**src/rtl/wakeup_timer.sv**
```systemverilog
// -----------------------------------------------------------------------------
// wakeup_timer
// Fully synchronous programmable-compare wakeup timer for the always-on
// timer domain. After a load it counts ticks from 0 up to the captured compare
// value C. On a match it emits a one-cycle wakeup pulse and sets a sticky irq.
// In one-shot mode it then stops in DONE. In periodic mode it restarts from 0.
//
// Optional feature macro: WAKEUP_TIMER_PRESCALER_EN
//   Defined   : adds the prescale port. A tick occurs every prescale+1
//               enabled cycles in RUN.
//   Undefined : no prescale port. Every enabled cycle in RUN is a tick, which
//               is the same as prescale = 0.
//
// Ports:
//   clk      in   single clock, rising edge
//   clr      in   synchronous active-high reset, overrides everything
//   en       in   count enable (freezes counter and prescaler when low)
//   load     in   strobe: capture cmp/mode, clear count, enter RUN
//   cmp      in   compare value C (sampled on load)
//   mode     in   0 = one-shot, 1 = periodic (sampled on load)
//   prescale in   prescaler divider P (macro only, sampled live)
//   ack      in   clears irq (a match in the same cycle wins)
//   out      out  current count
//   wakeup   out  registered one-cycle match pulse
//   irq      out  sticky match flag
//   running  out  high while the timer is in RUN
// -----------------------------------------------------------------------------
module wakeup_timer #(
  parameter int WIDTH     = 17,
  parameter int PRE_WIDTH = 4
) (
  input  logic                 clk,
  input  logic                 clr,
  input  logic                 en,
  input  logic                 load,
  input  logic [WIDTH-1:0]     cmp,
  input  logic                 mode,
`ifdef WAKEUP_TIMER_PRESCALER_EN
  input  logic [PRE_WIDTH-1:0] prescale,
`endif
  input  logic                 ack,
  output logic [WIDTH-1:0]     out,
  output logic                 wakeup,
  output logic                 irq,
  output logic                 running
);

  typedef enum logic [1:0] {
    ST_IDLE = 2'd0,
    ST_RUN  = 2'd1,
    ST_DONE = 2'd2
  } state_t;

  state_t               state_r, state_nx;
  logic [WIDTH-1:0]     out_r, out_nx;
  logic [WIDTH-1:0]     cmp_r, cmp_nx;
  logic                 mode_r, mode_nx;
  logic                 wakeup_r, wakeup_nx;
  logic                 irq_r, irq_nx;
  logic                 running_r;
  logic [PRE_WIDTH-1:0] pre_r, pre_nx;
  logic [PRE_WIDTH-1:0] prescale_s;
  logic                 tick_s;

  // Without the prescaler option the divider is fixed at 0, so every enabled
  // cycle is a tick and the prescaler register stays at 0.
`ifdef WAKEUP_TIMER_PRESCALER_EN
  assign prescale_s = prescale;
`else
  assign prescale_s = {PRE_WIDTH{1'b0}};
`endif

  // A tick occurs when the prescaler has completed its prescale+1 cycle window.
  assign tick_s = en && (pre_r == prescale_s);

  // Next-state, counter, prescaler and flag logic.
  always_comb begin
    state_nx  = state_r;
    out_nx    = out_r;
    cmp_nx    = cmp_r;
    mode_nx   = mode_r;
    pre_nx    = pre_r;
    wakeup_nx = 1'b0;
    irq_nx    = irq_r;

    // ack is applied first, so a match below overrides it (set wins).
    if (ack) begin
      irq_nx = 1'b0;
    end else begin
      irq_nx = irq_r;
    end

    if (load) begin
      // A restart discards any match that would have happened this cycle.
      // irq is deliberately left alone.
      cmp_nx   = cmp;
      mode_nx  = mode;
      out_nx   = {WIDTH{1'b0}};
      pre_nx   = {PRE_WIDTH{1'b0}};
      state_nx = ST_RUN;
    end else begin
      case (state_r)
        ST_IDLE: begin
          state_nx = ST_IDLE;
        end
        ST_RUN: begin
          if (en) begin
            if (tick_s) begin
              pre_nx = {PRE_WIDTH{1'b0}};
              // Compare happens before the increment, so out never wraps,
              // even when C is all-ones.
              if (out_r == cmp_r) begin
                wakeup_nx = 1'b1;
                irq_nx    = 1'b1;
                if (mode_r) begin
                  out_nx   = {WIDTH{1'b0}};
                  state_nx = ST_RUN;
                end else begin
                  out_nx   = out_r;
                  state_nx = ST_DONE;
                end
              end else begin
                out_nx = out_r + {{(WIDTH-1){1'b0}}, 1'b1};
              end
            end else begin
              pre_nx = pre_r + {{(PRE_WIDTH-1){1'b0}}, 1'b1};
            end
          end else begin
            // Paused: counter and prescaler both freeze.
            pre_nx = pre_r;
          end
        end
        ST_DONE: begin
          state_nx = ST_DONE;
        end
        default: begin
          state_nx = ST_IDLE;
        end
      endcase
    end
  end

  // State and output registers with synchronous clear.
  always_ff @(posedge clk) begin
    if (clr) begin
      state_r   <= ST_IDLE;
      out_r     <= {WIDTH{1'b0}};
      cmp_r     <= {WIDTH{1'b0}};
      mode_r    <= 1'b0;
      pre_r     <= {PRE_WIDTH{1'b0}};
      wakeup_r  <= 1'b0;
      irq_r     <= 1'b0;
      running_r <= 1'b0;
    end else begin
      state_r   <= state_nx;
      out_r     <= out_nx;
      cmp_r     <= cmp_nx;
      mode_r    <= mode_nx;
      pre_r     <= pre_nx;
      wakeup_r  <= wakeup_nx;
      irq_r     <= irq_nx;
      running_r <= (state_nx == ST_RUN);
    end
  end

  assign out     = out_r;
  assign wakeup  = wakeup_r;
  assign irq     = irq_r;
  assign running = running_r;

endmodule

```
**config.mk**
```make
export PLATFORM = sky130hd
export DESIGN_NAME = wakeup_timer
export DESIGN_NICKNAME = d
export VERILOG_FILES = /design/src/rtl/wakeup_timer.sv
export SDC_FILE = /design/constraint.sdc
export NUM_CORES = 1
export LEC_CHECK = 0
export CORE_MARGIN = 2
export CORE_UTILIZATION = 45
export DETAILED_ROUTE_END_ITERATION = 8
export GPL_TIMING_DRIVEN = 1
export PLACE_DENSITY = 0.81
export SLEW_MARGIN = 20
export SYNTH_ARGS = -nofsm -noshare
export SYNTH_HDL_FRONTEND = slang
export SYNTH_SLANG_ARGS = --single-unit
```
**constraint.sdc**
```tcl
create_clock -name clk -period 6.35 [get_ports clk]
set_input_delay 1.27 -clock clk [delete_from_list [all_inputs] [get_ports clk]]
set_output_delay 1.27 -clock clk [all_outputs]
set_load 0.02 [all_outputs]
```
==> metrics.txt <==
vias per cell 5.42; hpwl dp 3.41 mm; Post-synth EDFFs 0; Fin Hold WS 0.503 ns; Seq cells post-synth 44; largest net degree at the start of global routing 26; most common cell after layout, fill and taps aside dfxtp_1; dominant synthesized flop cell dfxtp_1; commonest cells after routing, fill and taps aside 44 x dfxtp_1, 42 x clkdlybuf4s50_1, 33 x nor2_1; Worst-Margin Slew 0.946 ns; CP Class primary input to flop; layout cells sized above 1 6.03%; die area 5300 um^2; DRC 0; number of DRC markers in iteration 0 86; synth warn 0; Post-Place Cells 329; Final Routed Wirelength 4.63 mm; initial antenna violation count 0; clock-pin transition on the worst setup and hold timing paths 0.08 ns; Reg power frac 54.6%; Critical Path End Type flop; number of buffers added for setup after CTS 0; FMAX 0.342 GHz; Pleak 1.01 nW; Setup crit start kind primary input; outcome completed; worst-skew pair later-pin latency 0.30 ns; clk sinks 44; Final TNS setup 0 ns; setup slack after layout 3.43 ns; HP Class flop to flop; CP Data Required Time 6.57 ns; Synth async-reset ratio 0%; Final Net Count 310; Clock Path Buffers 2; initial core utilization 46.1%; Max rail drop VDD 0.128 mV; final setup fails 0; post-CTS resize count 0; Cell Int Power 0.409 mW; Die H 72.8 um; Synth cell types 38; n_diodes 0; Cell Pwr Density 198 nW/um^2; first-pass GRT wire length 7.56 mm; sw frac 23.1%; switching power of the nets 0.123 mW; final std cells w/o fill 336; Clock Power Share 35.0%; Post-Syn Instances 244; Hold Buf Count CTS 0; num rows 25; vias in the first global route 1726; Tmin final 2.92 ns; vias post-DR 1822; # H-tree levels 2; RSZ-0062 raised after global routing no; hold violation total from the final report 0; Die X 72.8 um; CTS Root Cell clkbuf_8; Slew Limit Fails 0; global-route usage over all layers 18.5%; Synth Net Count 272; period utilisation layout 46.1%; final core utilization 57.8%; wire per inst 13.8 um; Syn Area/Cell 8.74 um^2; Syn Std Cell Area 2130 um^2; CTS tree yes; dpl ws 3.13 ns; gr ovfl total 0; Crit Path Max Fanout 10; combinational power share 10.4%; I/O Pins 43; Antenna Nets Post-Route 0; area grow syn2layout 25.6%; Max-Cap Viols 0; routability cong. 0.848; CTS buffer count 5; PortBufs 42; post-synthesis sequential area ratio 41.3%; relative slew slack 36.8%; Pre-antenna DRT Iters 4; area of the core 4630 um^2; clock skew 0.00627 ns; crit path DAT 3.15 ns
-- cells in the mapped netlist, types with 2 or more instances --
cell type	number	share of area, %
dfxtp_1	44	41
nor2_1	33	5.8
mux2i_1	22	10
a21oi_1	15	3.5
xor2_1	15	6.2
nand2_1	13	2.3
nand3_1	12	2.8
o21ai_0	11	2.6
or3_1	11	3.2
inv_1	7	1.2
clkbuf_1	6	1.1
ha_1	5	2.9
o31ai_1	5	1.8
nand4_1	4	1.2
xnor2_1	4	1.6
a22oi_1	3	1.1
and3_1	3	0.88
buf_1	3	0.53
nor3_1	3	0.70
nor4_1	3	0.88
or2_2	3	0.88
buf_2	2	0.47
nand2b_1	2	0.59
-- final timing paths --
check	startpoint	endpoint	slack [ns]	cells past startpoint
worst max-delay path	en	out[15]	3.43	7
worst min-delay path	pre_r[1]	pre_r[1]	0.50	2
worst max register to register	out[3]	out[6]	3.95	6
worst min register to register	pre_r[1]	pre_r[1]	0.50	2
-- layout make-up --
| cell class | instances | area [um^2] |
|---|---|---|
| Clock buffer | 7 | 96.3 |
| Fill cell | 426 | 1950 |
| Inverter | 7 | 26.3 |
| Multi-Input combinational cell | 181 | 1180 |
| Sequential cell | 44 | 881 |
| Tap cell | 54 | 67.6 |
| Timing Repair Buffer | 43 | 428 |
-- power by group through the flow --
stage	Combinational, mW	Sequential (mW)	Clock [mW]
2_1_floorplan	0.0338	0.295	0
3_3_place_gp	0.0536	0.296	0
3_5_place_dp	0.0548	0.297	0
4_1_cts	0.0552	0.290	0.192
5_1_grt	0.0604	0.291	0.203
6_report	0.0552	0.290	0.186
-- kinds of logic (layout without fill, tap and decap cells) --
family / count (synthesis) / after routing / share of synthesized area, %
muxes: 23 / 23 / 10.9
and+or+nand+nor: 93 / 93 / 21.5
xor gates and xnor gates: 19 / 19 / 7.81
adders and majority gates: 5 / 5 / 2.93
buffers and inverters: 19 / 57 / 3.64
DFF: 44 / 44 / 41.3
AOI/OAI and AO/OA: 41 / 41 / 11.9
-- sequential cells by signal, summed over array words and instances, names as in the netlist --
register / count
cmp_r: 17
irq: 1
mode_r: 1
out: 17
pre_r: 4
running: 1
state_r: 2
wakeup: 1
-- critical path, stage by stage --
cell and delay (ns):
clkdlybuf4s50_1 0.53, and4bb_2 0.30, nand3_1 0.11, nor2_1 0.20, o311ai_2 0.22, or3_1 0.36
a21oi_1 0.16
-- through the flow --
step	cell area (um^2)	total power, mW
finish	2680	0.531
global route	2680	0.555
CTS	2670	0.538
detailed placement	2580	0.352
global placement	2580	0.350
floorplan	2130	0.329
-- metal layers --
| layer | up-vias | global-route usage, % | part of all wire (%) |
|---|---|---|---|
| met1 | 826 | 21.6 | 46 |
| met5 | - | 0 | 0 |
| li1 | 928 | - | - |
| met3 | 14 | 5.94 | 5.9 |
| met2 | 54 | 30.3 | 45 |
| met4 | 0 | 9.47 | 3.0 |
Power figures use the tool's default switching activity.
==> RTL edit (same flow settings) <==
Change the parameter `PRE_WIDTH` from 4 to 3.
--- a/src/rtl/wakeup_timer.sv
+++ b/src/rtl/wakeup_timer.sv
@@ -27,7 +27,7 @@
 // -----------------------------------------------------------------------------
 module wakeup_timer #(
   parameter int WIDTH     = 17,
-  parameter int PRE_WIDTH = 4
+  parameter int PRE_WIDTH = 3
 ) (
   input  logic                 clk,
   input  logic                 clr,
Behaviour: no difference found for any inputs over 4 cycles, from zero or initial values; that may be too few to reach the edited logic, so the function may still have changed.
==> RTL edit against the original RTL <==
Sequential cell count is 1 lower; wire length decreased by 1.5%; utilization rose by 3.1 points; register-to-register slack better by 0.19 ns; synthesized area decreased by 0.65%; clock skew hardly changed; via count down 2.4%; sequential share of layout area is 1.1 points lower; final area increased by 1.1%; clock power grew 35%; setup slack got worse by 0.12 ns; total power is 13% higher; die area down 0.60%; critical path type unchanged; largest cell class unchanged; highest routed layer unchanged.
==> RTL edit: results (changes against the original RTL) <==
Worst hold path
  – Hold path cells: 2 (unchanged)
  – Hold endpoint: pre_r[1] (unchanged)
  – Hold path start: pre_r[1] (unchanged)
  – Worst hold path type: flop to flop (unchanged)

Finish
  – Ratio of cells with drive above 1 in the final layout: 8.19% (was 6.03%)
  – # diodes: 0 (unchanged)
  – Layout net count: 308 (was 310)
  – Filler instances: 398 (was 426)

Placed design
  – DP HPWL: 3.49 mm (was 3.41 mm)
  – RePlAce Congestion: 0.821 (was 0.848)
  – PortBufs: 42 (unchanged)

Pwr
  – Worst VDD drop: 0.107 mV (was 0.128 mV)
  – Static Leak: 0.965 nW (was 1.01 nW)

Synthesis
  – Sequential area share after synthesis: 40.6% (was 41.3%)
  – Commonest cells in the netlist: dfxtp_1, nor2_1, xnor2_1, mux2i_1, a21oi_1 (was dfxtp_1, nor2_1, mux2i_1, a21oi_1, xor2_1)
  – Post-synth ARST share: 0% (unchanged)
  – Library cells used by synthesis: 41 (was 38)
  – YS warnings: 0 (unchanged)
  – Yosys reg bits: 43 (was 44)
  – Syn Nets: 269 (was 272)
  – Largest cells by area after synthesis: dfxtp_1, xnor2_1, mux2i_1 (was dfxtp_1, mux2i_1, xor2_1)

Clock tree
  – Cts bufs inserted: 5 (unchanged)
  – Clk slew on worst S/H paths: 0.08 ns (about the same)
  – Max clock buf depth: 2 (unchanged)
  – Hold buffers post-CTS: 0 (unchanged)
  – Post-CTS Repair Setup Buffers: 0 (unchanged)
  – H-tree depth: 2 (unchanged)
  – CTS resizes: 0 (unchanged)
  – Clock root cell: clkbuf_8 (unchanged)
  – Clock Latency Late Sink: 0.30 ns (about the same)

Critical path
  – R2R setup slack: 4.14 ns (was 3.95 ns)
  – Reg2reg start: out[5] (was out[3])
  – Crit path DAT: 3.22 ns (was 3.15 ns)
  – Crit path max fanout: 8 (was 10)
  – Worst R2R Path Depth: 6 (unchanged)
  – R2r endpoint: out[16] (was out[6])

Global route
  – First-pass GRT wire length: 7.80 mm (was 7.56 mm)
  – Vias in the first global route: 1624 (was 1726)
  – Tot GR Track Use: 19.1% (was 18.5%)
  – Initial antenna violation count: 0 (unchanged)
  – Pin count of the biggest net entering global routing: 24 (was 26)

Route
  – Drt first pass iters: 4 (unchanged)
  – Routed Wire Length: 4.56 mm (was 4.63 mm)
  – Vias per inst: 5.34 (was 5.42)
  – DRC Markers: 0 (unchanged)
  – Final ANT Viol Nets: 0 (unchanged)
  – Initial detailed-routing violation count: 200 (was 86)

Status
  – Status: finished clean (unchanged)

STA
  – Clock Skews: 0.00616 ns (was 0.00627 ns)
  – Slew HR: 48.2% (was 36.8%)
==> RTL edit: worst max-delay path: stages <==
cell             delay (ns)
clkdlybuf4s50_1        0.55
nand4b_1               0.29
or2_2                  0.41
or3_1                  0.37
a21oi_1                0.15
xnor2_1                0.13
nor2_1                 0.05
==> RTL edit: stage by stage <==
stage	area (um2)	setup WS [ns]	instances	hold slack, ns
finish	2710	3.30	333	0.480
global route	2710	3.13	333	0.539
global placement	2570	2.79	325	0.470
CTS	2710	3.09	333	0.482
detailed placement	2570	2.76	325	0.470
floorplan	2120	3.77	241	0.449
==> RTL edit: kinds of logic after synthesis <==
| logic type | count (synthesis) | share of synthesized area (%) |
|---|---|---|
| simple gates | 99 | 23.6 |
| flops | 43 | 40.6 |
| xor+xnor | 31 | 12.8 |
| compound gates | 26 | 7.56 |
| mux | 19 | 9.04 |
| buf+inv | 18 | 3.43 |
| fa+ha+maj | 5 | 2.95 |
==> RTL edit: how the worst max path moves through the flow <==
stage,slack [ns],start,endpoint,cells past startpoint
after floorplan,3.77,en,out[11],6
after global placement,2.79,load,out[16],4
after detailed placement,2.76,load,out[5],4
after CTS,3.09,load,out[5],4
after global routing,3.13,en,out[11],7
final,3.30,en,out[11],7
==> RTL edit: area by class of cell <==
class | instances | share of cell area (%)
repair buffers | 44 | 15.9
inverters | 6 | 0.832
clock inverters | 3 | 2.50
multi-input cells | 180 | 44.0
clock buffers | 5 | 2.54
flip-flops and latches | 43 | 31.8
well taps | 52 | 2.40
==> RTL edit: power by group <==
part / internal (mW) / total (mW) / switching (mW)
Sequential: 0.277 / 0.284 / 0.00605
Combinational: 0.0309 / 0.0633 / 0.0324
Clock: 0.157 / 0.252 / 0.0955
==> RTL edit: routing by layer <==
layer | vias up | part of all wire, % | global-route usage (%)
met2 | 44 | 47 | 28.3
li1 | 901 | - | -
met1 | 826 | 46 | 27.2
met4 | 0 | 1.9 | 6.58
met3 | 8 | 5.3 | 4.70
met5 | - | 0 | 0
